`src/rtl/pc_pkg.sv`:
```
// pc_pkg: shared definitions for the fetch path.
//   fetch_state_e    : fetch FSM states (BOOT, REQ, WAIT, HOLD, FAULT)
//   PC_STEP          : sequential PC increment in bytes
//   DEFAULT_RESET_PC : PC loaded on reset unless overridden
package pc_pkg;

  typedef enum logic [2:0] {
    ST_BOOT  = 3'd0,
    ST_REQ   = 3'd1,
    ST_WAIT  = 3'd2,
    ST_HOLD  = 3'd3,
    ST_FAULT = 3'd4
  } fetch_state_e;

  localparam int unsigned PC_STEP          = 32'd4;
  localparam logic [31:0] DEFAULT_RESET_PC = 32'h0000_0000;

endpackage

```
`src/rtl/pc_fetch_buf.sv`:
```
// pc_fetch_buf: one-entry instruction buffer between the fetch FSM and decode.
// Ports:
//   clk, reset_n        : clock, asynchronous active-low reset
//   load                : capture load_data/load_pc and present them to decode
//   drop                : discard the buffered instruction (redirect)
//   consume             : decode took the instruction
//   load_data, load_pc  : instruction word and its PC
//   inst_valid          : buffered instruction available
//   inst_data, inst_pc  : buffered instruction and its PC; held while valid
module pc_fetch_buf
  import pc_pkg::*;
#(
  parameter int unsigned ADDR_W = 32
) (
  input  logic              clk,
  input  logic              reset_n,
  input  logic              load,
  input  logic              drop,
  input  logic              consume,
  input  logic [31:0]       load_data,
  input  logic [ADDR_W-1:0] load_pc,
  output logic              inst_valid,
  output logic [31:0]       inst_data,
  output logic [ADDR_W-1:0] inst_pc
);

  // Buffer register: load wins; drop/consume only clear valid so data stays stable
  always_ff @(posedge clk or negedge reset_n) begin
    if (!reset_n) begin
      inst_valid <= 1'b0;
      inst_data  <= 32'h0000_0000;
      inst_pc    <= '0;
    end else if (load) begin
      inst_valid <= 1'b1;
      inst_data  <= load_data;
      inst_pc    <= load_pc;
    end else if (drop || consume) begin
      inst_valid <= 1'b0;
    end
  end

endmodule

```
`src/rtl/pc_fetch_unit.sv`:
```
// pc_fetch_unit: owns the architectural PC, issues one fetch at a time to
// instruction memory and hands the returned word to decode.
// Ports:
//   clk, reset_n                   : clock, asynchronous active-low reset
//   imem_req_valid/ready, imem_addr: fetch request handshake, word-aligned address
//   imem_rsp_valid, imem_rsp_data  : single-cycle response per accepted request
//   inst_valid/ready, inst_data,
//   inst_pc                        : instruction handoff to decode
//   redirect_valid, redirect_target: taken branch/jump
//   fetch_fault                    : sticky misaligned-redirect trap
//                                    (only when PC_MISALIGN_TRAP_EN is defined)
// Configuration macro: PC_MISALIGN_TRAP_EN. Without it, the low two target
// bits are cleared silently.
module pc_fetch_unit
  import pc_pkg::*;
#(
  parameter int unsigned       ADDR_W   = 32,
  parameter logic [ADDR_W-1:0] RESET_PC = ADDR_W'(DEFAULT_RESET_PC)
) (
  input  logic              clk,
  input  logic              reset_n,
  output logic              imem_req_valid,
  input  logic              imem_req_ready,
  output logic [ADDR_W-1:0] imem_addr,
  input  logic              imem_rsp_valid,
  input  logic [31:0]       imem_rsp_data,
  output logic              inst_valid,
  input  logic              inst_ready,
  output logic [31:0]       inst_data,
  output logic [ADDR_W-1:0] inst_pc,
`ifdef PC_MISALIGN_TRAP_EN
  output logic              fetch_fault,
`endif
  input  logic              redirect_valid,
  input  logic [ADDR_W-1:0] redirect_target
);

  fetch_state_e      state_r;
  logic [ADDR_W-1:0] pc_r;
  logic [ADDR_W-1:0] addr_r;
  logic              squash_r;
  logic              req_valid_r;

  logic [ADDR_W-1:0] tgt_al_s;
  logic [ADDR_W-1:0] pc_inc_s;
  logic              redir_ok_s;
  logic              buf_load_s;
  logic              buf_drop_s;
  logic              buf_consume_s;

`ifdef PC_MISALIGN_TRAP_EN
  logic              fault_r;
  logic              redir_trap_s;
`endif

  // Target alignment, sequential increment and buffer controls
  always_comb begin
    tgt_al_s = redirect_target & ~ADDR_W'(2'd3);
    pc_inc_s = pc_r + ADDR_W'(PC_STEP);
`ifdef PC_MISALIGN_TRAP_EN
    redir_trap_s = redirect_valid && (redirect_target[1:0] != 2'b00);
    redir_ok_s   = redirect_valid && !redir_trap_s;
`else
    redir_ok_s   = redirect_valid;
`endif
    // Any redirect (even one that traps) makes the returning word stale
    buf_load_s    = (state_r == ST_WAIT) && imem_rsp_valid && !squash_r && !redirect_valid;
    buf_drop_s    = (state_r == ST_HOLD) && redirect_valid;
    buf_consume_s = (state_r == ST_HOLD) && inst_ready && !redirect_valid;
  end

  // Fetch FSM: owns pc, the request address, the squash flag and req_valid
  always_ff @(posedge clk or negedge reset_n) begin
    if (!reset_n) begin
      state_r     <= ST_BOOT;
      pc_r        <= RESET_PC;
      addr_r      <= RESET_PC;
      squash_r    <= 1'b0;
      req_valid_r <= 1'b0;
`ifdef PC_MISALIGN_TRAP_EN
      fault_r     <= 1'b0;
`endif
    end else begin
      case (state_r)
        ST_BOOT: begin
          // Redirects are ignored here
          addr_r      <= pc_r;
          req_valid_r <= 1'b1;
          state_r     <= ST_REQ;
        end
        ST_REQ: begin
          // The pending request is never changed; a redirect only marks it stale
          if (imem_req_ready) begin
            req_valid_r <= 1'b0;
            state_r     <= ST_WAIT;
          end
          if (redir_ok_s) begin
            pc_r     <= tgt_al_s;
            squash_r <= 1'b1;
          end
        end
        ST_WAIT: begin
          if (imem_rsp_valid) begin
            if (redir_ok_s) begin
              // Response is stale and the new target is known: fetch it directly
              pc_r        <= tgt_al_s;
              addr_r      <= tgt_al_s;
              squash_r    <= 1'b0;
              req_valid_r <= 1'b1;
              state_r     <= ST_REQ;
            end else if (squash_r) begin
              addr_r      <= pc_r;
              squash_r    <= 1'b0;
              req_valid_r <= 1'b1;
              state_r     <= ST_REQ;
            end else begin
              state_r     <= ST_HOLD;
            end
          end else if (redir_ok_s) begin
            pc_r     <= tgt_al_s;
            squash_r <= 1'b1;
          end
        end
        ST_HOLD: begin
          // Redirect has priority over a simultaneous consume
          if (redir_ok_s) begin
            pc_r        <= tgt_al_s;
            addr_r      <= tgt_al_s;
            req_valid_r <= 1'b1;
            state_r     <= ST_REQ;
          end else if (inst_ready) begin
            pc_r        <= pc_inc_s;
            addr_r      <= pc_inc_s;
            req_valid_r <= 1'b1;
            state_r     <= ST_REQ;
          end
        end
        ST_FAULT: begin
          state_r     <= ST_FAULT;
          req_valid_r <= 1'b0;
        end
        default: begin
          state_r     <= ST_BOOT;
          req_valid_r <= 1'b0;
        end
      endcase
`ifdef PC_MISALIGN_TRAP_EN
      // Misaligned redirect overrides everything above; pc keeps its value
      if (redir_trap_s && (state_r != ST_BOOT)) begin
        state_r     <= ST_FAULT;
        req_valid_r <= 1'b0;
        fault_r     <= 1'b1;
      end
`endif
    end
  end

  assign imem_req_valid = req_valid_r;
  assign imem_addr      = addr_r;
`ifdef PC_MISALIGN_TRAP_EN
  assign fetch_fault    = fault_r;
`endif

  pc_fetch_buf #(
    .ADDR_W (ADDR_W)
  ) u_buf (
    .clk        (clk),
    .reset_n    (reset_n),
    .load       (buf_load_s),
    .drop       (buf_drop_s),
    .consume    (buf_consume_s),
    .load_data  (imem_rsp_data),
    .load_pc    (addr_r),
    .inst_valid (inst_valid),
    .inst_data  (inst_data),
    .inst_pc    (inst_pc)
  );

endmodule
```
`config.mk`:
```
export PLATFORM = sky130hd
export DESIGN_NAME = pc_fetch_unit
export DESIGN_NICKNAME = d
export VERILOG_FILES = /design/src/rtl/pc_pkg.sv /design/src/rtl/pc_fetch_buf.sv /design/src/rtl/pc_fetch_unit.sv
export SDC_FILE = /design/constraint.sdc
export NUM_CORES = 1
export LEC_CHECK = 0
export BUFFER_PORTS_ARGS = -buffer_cell sky130_fd_sc_hd__buf_2
export CAP_MARGIN = 5
export CORE_UTILIZATION = 45
export CTS_BUF_LIST = sky130_fd_sc_hd__clkbuf_4 sky130_fd_sc_hd__clkbuf_8
export CTS_CLUSTER_DIAMETER = 100
export DETAILED_ROUTE_END_ITERATION = 10
export GPL_ROUTABILITY_DRIVEN = 0
export PLACE_DENSITY = 0.72
export SYNTH_ARGS = -nofsm -noshare
export SYNTH_HDL_FRONTEND = slang
export SYNTH_SLANG_ARGS = --single-unit
```
`constraint.sdc`:
```
create_clock -name clk -period 3.21 [get_ports clk]
set_input_delay 0 -clock clk [delete_from_list [all_inputs] [get_ports clk]]
set_output_delay 0 -clock clk [all_outputs]
set_load 0.005 [all_outputs]
```
-- Word-level counts from Yosys, hierarchy flattened
Cells that the tools add are included.
- bits in registers: 134
- input bits: 70
- output and inout bits: 98
- logic and storage cells: 64
- add/sub/neg operators: 1
- eq/ne operators: 9
- muxes and demuxes: 27
- reductions and logical operators: 19
- operators by type and width (operator ; number):
    2-to-1 mux 32 bit ; 6
    case mux 32 bit (3 select lines) ; 1
    case mux 32 bit (2 select lines) ; 1
    adder 32 x 3 -> 32 bit (second input constant) ; 1
    case mux 3 bit (5 select lines) ; 1
    2-to-1 mux 3 bit ; 4
    2-to-1 mux 1 bit ; 10
    AND reduction 4 bit ; 2
    equality test 3 x 2 -> 1 bit (second input constant) ; 2
    logical AND 1 bit ; 6
    inequality test 3 bit (second input constant) ; 2
    AND reduction 3 bit ; 2
    nonzero test 2 bit ; 3
    2-to-1 mux 2 bit ; 2
    inequality test 2 bit (second input constant) ; 2
    case mux 1 bit (4 select lines) ; 1
    equality test 3 x 1 -> 1 bit (second input constant) ; 1
    equality test 3 bit (second input constant) ; 1
    zero test 3 bit ; 1
    nonzero test 3 bit ; 1
    zero test 1 bit ; 2
    inequality test 2 x 1 -> 1 bit (second input constant) ; 1
    case mux 1 bit (2 select lines) ; 1
    OR reduction 2 bit ; 1
    logical OR 1 bit ; 1

-- Depth between registers and ports, before layout
- depth after elaboration: 6
- depth in mapped cells: 8

-- Modules after synthesis
Synthesis repeated with hierarchy kept, for this count alone.
- cell total of the unflattened synthesis: 680
- area, all modules: 7036.7 um^2
- modules (own cells, without submodules) (module ; times used ; cells each ; area an instance (um^2)):
    pc_fetch_unit ; 1 ; 542 ; 4421.7
    pc_fetch_buf ; 1 ; 138 ; 2615.0

-- Least setup slack after synthesis
No wires, ideal clock.
- path type: register to register
- start point: register pc_r[2]
- end point: register addr_r[22] (netlist: imem_addr[22])
- library setup time: 0.066 ns
- arrival time: 1.931 ns
- data required time: 3.144 ns
- setup slack: 1.213 ns
- cell stages (with the launch flop): 7
- period minus slack after synthesis: 1.997 ns
- path through: dfrtp_1 ha_1 nand4_1 nor2_1 a311oi_1 a2111oi_0 o22a_1
- word-level cells in the longest chain between the ends: 4
- RTL lines (element ; RTL line ; RTL):
    from (decl) ; pc_fetch_unit.sv:39 ; logic [ADDR_W-1:0] pc_r;
    from (signal assigned) ; pc_fetch_unit.sv:98 ; pc_r <= tgt_al_s;
    from (signal assigned) ; pc_fetch_unit.sv:106 ; pc_r <= tgt_al_s;
    from (signal assigned) ; pc_fetch_unit.sv:120 ; pc_r <= tgt_al_s;
    adder 32 x 3 -> 32 bit ; pc_fetch_unit.sv:59 ; pc_inc_s = pc_r + ADDR_W'(PC_STEP);
    2-to-1 mux 32 bit ; pc_fetch_unit.sv:131 ; end else if (inst_ready) begin
    2-to-1 mux 32 bit ; pc_fetch_unit.sv:126 ; if (redir_ok_s) begin
    case mux 32 bit (3 select lines) ; pc_fetch_unit.sv:84 ; case (state_r)
    to (signal assigned) ; pc_fetch_unit.sv:87 ; addr_r <= pc_r;
    to (signal assigned) ; pc_fetch_unit.sv:128 ; addr_r <= tgt_al_s;
    to (signal assigned) ; pc_fetch_unit.sv:133 ; addr_r <= pc_inc_s;
    to (decl) ; pc_fetch_unit.sv:40 ; logic [ADDR_W-1:0] addr_r;
No other way between the ends. The select of a mux whose other input is x is not followed.
A chain may end at the register's enable or synchronous reset.

-- Worst setup path in the final report
- start point: register pc_r[2]
- end point: register addr_r[28] (netlist: imem_addr[28])
The elaborated chain is that of the path after synthesis.

==> impl_metrics.tcl <==
set metrics [dict create \
    status "finished with violations" \
    violations "design-rule violations" \
    areaGrowthSynthToFinish_pct 29.3 \
    utilization_pct 59.4 \
    ys_ff_latch 134 \
    ioPinCount 168 \
    firstDrtPassIters 8 \
    synth_xor_area_share_pct 1.00 \
    fin_crit_ns 2.52 \
    fp.dieArea_um2 16000 \
    syn-instance-count 710 \
    critPathMaxFanout 8 \
    synthAdderAreaFrac_pct 0.179 \
    syn_nets 781 \
    drt_wl_total_um 19100 \
    syn_area_um2 6980 \
    peakVddDrop_mv 0.475 \
    dpl-instance-area_um2 7990 \
    rsz0062_at_grt "false" \
    wl_per_cell_um 17.0 \
    place.port_buffers 165 \
    post_cts_buffers 0 \
    row_count 45 \
    finalClockSkew_ns 0.00788 \
    dp_hpwl_um 12500 \
    first_iter_violations 573 \
    overflow 0 \
    yosys.area_share.simple_pct 15.6 \
    synthArstFlopShare_pct 100 \
    drc 2 \
    powerDensity_nw_per_um2 917 \
    slew_viol_final 0 \
    numCtsBuffers 17 \
    vias 6480 \
    start_util_pct 45.9 \
    clkTransAtPathRegs_ns 0.08 \
    max_freq_mhz 397 \
    crit_path_end_kind "flip-flop" \
    fin_area_um2 9030 \
    clock_latency_ns 0.46 \
    min_path_type "in -> async" \
    cts_tree "yes" \
    grt_pass1_vias 6141 \
    layout.nets 991 \
    cts.sinks 134 \
    clock_path_buffers 2 \
    yosysUniqueCellTypes 61 \
    core_area_um2 15200 \
    antenna_found_initial 0 \
    ctsHoldBuffers 65 \
    hold_viol_final 0 \
    setup_viol 0 \
    ant_nets 0 \
    gr-usage-all-layers_pct 25.0 \
    drive_above_1_share_pct 31.2 \
    post_cts_resized 0 \
    synth_compound_area_share_pct 20.2 \
    die_h_um 127 \
    arrival_ns 2.85 \
    p_leak_uw 0.00418 \
    ys.flop_type "dfrtp_1" \
    fin_crit_sh_pct 78.4 \
    power_uw 8280 \
    required_ns 3.55 \
    grt_max_degree 71 \
    via_per_inst 5.79 \
    setup.worst_path.start_class "flip-flop" \
    r2r_cells 6 \
    fillers 1305 \
    grt_pass1_wl_um 31200 \
    syn_area_per_cell_um2 9.84 \
    critPathLaunch "pc_r[2]" \
    yosysSeqAreaShare_pct 48.0 \
    synthMuxAreaShare_pct 11.2 \
    setup_tns_ns 0 \
    maxSlewHeadroom_pct 43.0 \
    die_w_um 127 \
    antenna_cells 0 \
    yosysWarnings 0 \
    h-tree-depth 4 \
    cts_root_buffer "clkbuf_8" \
    synth_top_family_by_area "compound AO/OA/AOI/OAI gates" \
    critical_path_class "reg -> reg" \
    synth_edf_count 0 \
    tightest_slew_ns 0.855 \
    cap_viol_max_count 0 \
    regToRegStartpoint "pc_r[2]" \
]
[per-stage QoR]
stage               setup slack, ns  hold WS (ns)  instances
CTS                           0.761         0.103       1120
global placement              0.811        0.0258       1024
global route                  0.353         0.147       1120
finish                        0.693        0.0889       1120
floorplan                      1.21        -0.296        710
detailed placement            0.786        0.0256       1024
[routing by layer]
layer	GRT usage, %	wire length, um
met5	0	0
met4	10.8	418
met3	3.84	1040
met2	40.6	9450
met1	33.2	8140
[path summary, 6_finish.rpt]
check | to | slack [ns]
hold reg to reg | imem_addr[0] | 0.50
hold / removal | u_buf.inst_data[28] | 0.09
setup reg to reg | imem_addr[28] | 0.69
min in group clk | squash_r | 0.15
setup / recovery | imem_addr[28] | 0.69
max in group asynchronous | u_buf.inst_valid | 2.33
[synth_stat cells (5+ instances only)]
cell / number / area [um2]
a21o_1: 5 / 37.5
a21oi_1: 52 / 260
a22oi_1: 10 / 75.1
a2bb2oi_1: 14 / 123
a31oi_1: 26 / 163
and3_1: 5 / 31.3
and4_1: 5 / 43.8
buf_1: 9 / 33.8
buf_2: 21 / 105
clkbuf_1: 26 / 97.6
dfrtp_1: 134 / 3350
inv_1: 6 / 22.5
mux2_2: 65 / 732
mux2i_1: 5 / 50.1
nand2_1: 74 / 278
nand2b_1: 6 / 37.5
nand3_1: 25 / 125
nand4_1: 11 / 68.8
nor2_1: 53 / 199
nor2b_1: 8 / 50.1
nor3_1: 9 / 45.0
nor4_1: 7 / 43.8
o211ai_1: 7 / 52.6
o21a_1: 5 / 37.5
o21ai_0: 40 / 200
o22a_1: 10 / 87.6
o22ai_1: 5 / 31.3
o32a_1: 7 / 70.1
xor2_1: 6 / 52.6
[cell type report]
cell class                      count  area, um2  share of cell area (%)
Clock inverter                      9        100                    1.11
Tap cell                          188        235                    2.60
Inverter                            7       26.3                   0.291
Clock buffer                       22        297                    3.28
Multi-Input combinational cell    512       3380                    37.4
Timing Repair Buffer              248       1640                    18.2
Sequential cell                   134       3350                    37.1
[placed cells by master (no fill, tap or decap), types with 7 or more instances in the layout]
cell type	instances
nor2b_1	8
o32a_1	7
clkbuf_8	21
a21oi_1	51
o211ai_1	7
a31oi_1	26
nand2_1	73
a2bb2oi_1	14
dfrtp_1	134
nor4_1	7
buf_2	164
nand4_1	11
a22oi_1	10
mux2_2	65
o22a_1	10
nor3_1	9
nor2_1	53
nand3_1	25
o21ai_0	40
buf_4	16
dlygate4sd3_1	65
[power by group]
part           switching, uW  internal [uW]  leakage, uW
combinational           1950           1720      0.00233
clock                    648            769     0.000204
sequential               746           2450      0.00165
[cell families after synthesis]
| kind of cell | Yosys count |
|---|---|
| XOR/XNOR | 8 |
| buffers and inverters | 64 |
| adder cells (fa/ha/maj) | 1 |
| AND/OR/NAND/NOR | 222 |
| flip-flops | 134 |
| multiplexers | 70 |
| AO/OA/AOI/OAI | 211 |
[registers in the layout, indices dropped and copies added (netlist names)]
signal	count
imem_addr	32
imem_req_valid	1
pc_r	32
squash_r	1
state_r	3
u_buf.inst_data	32
u_buf.inst_pc	32
u_buf.inst_valid	1
[critical path, stage by stage (launching register included)]
cell and delay (ns):
dfrtp_1 0.47, ha_1 0.33, nand4_1 0.26, nor2_1 0.44, nand3_1 0.31, mux2i_1 0.22
o32a_1 0.37
Power figures use the tool's default switching activity.
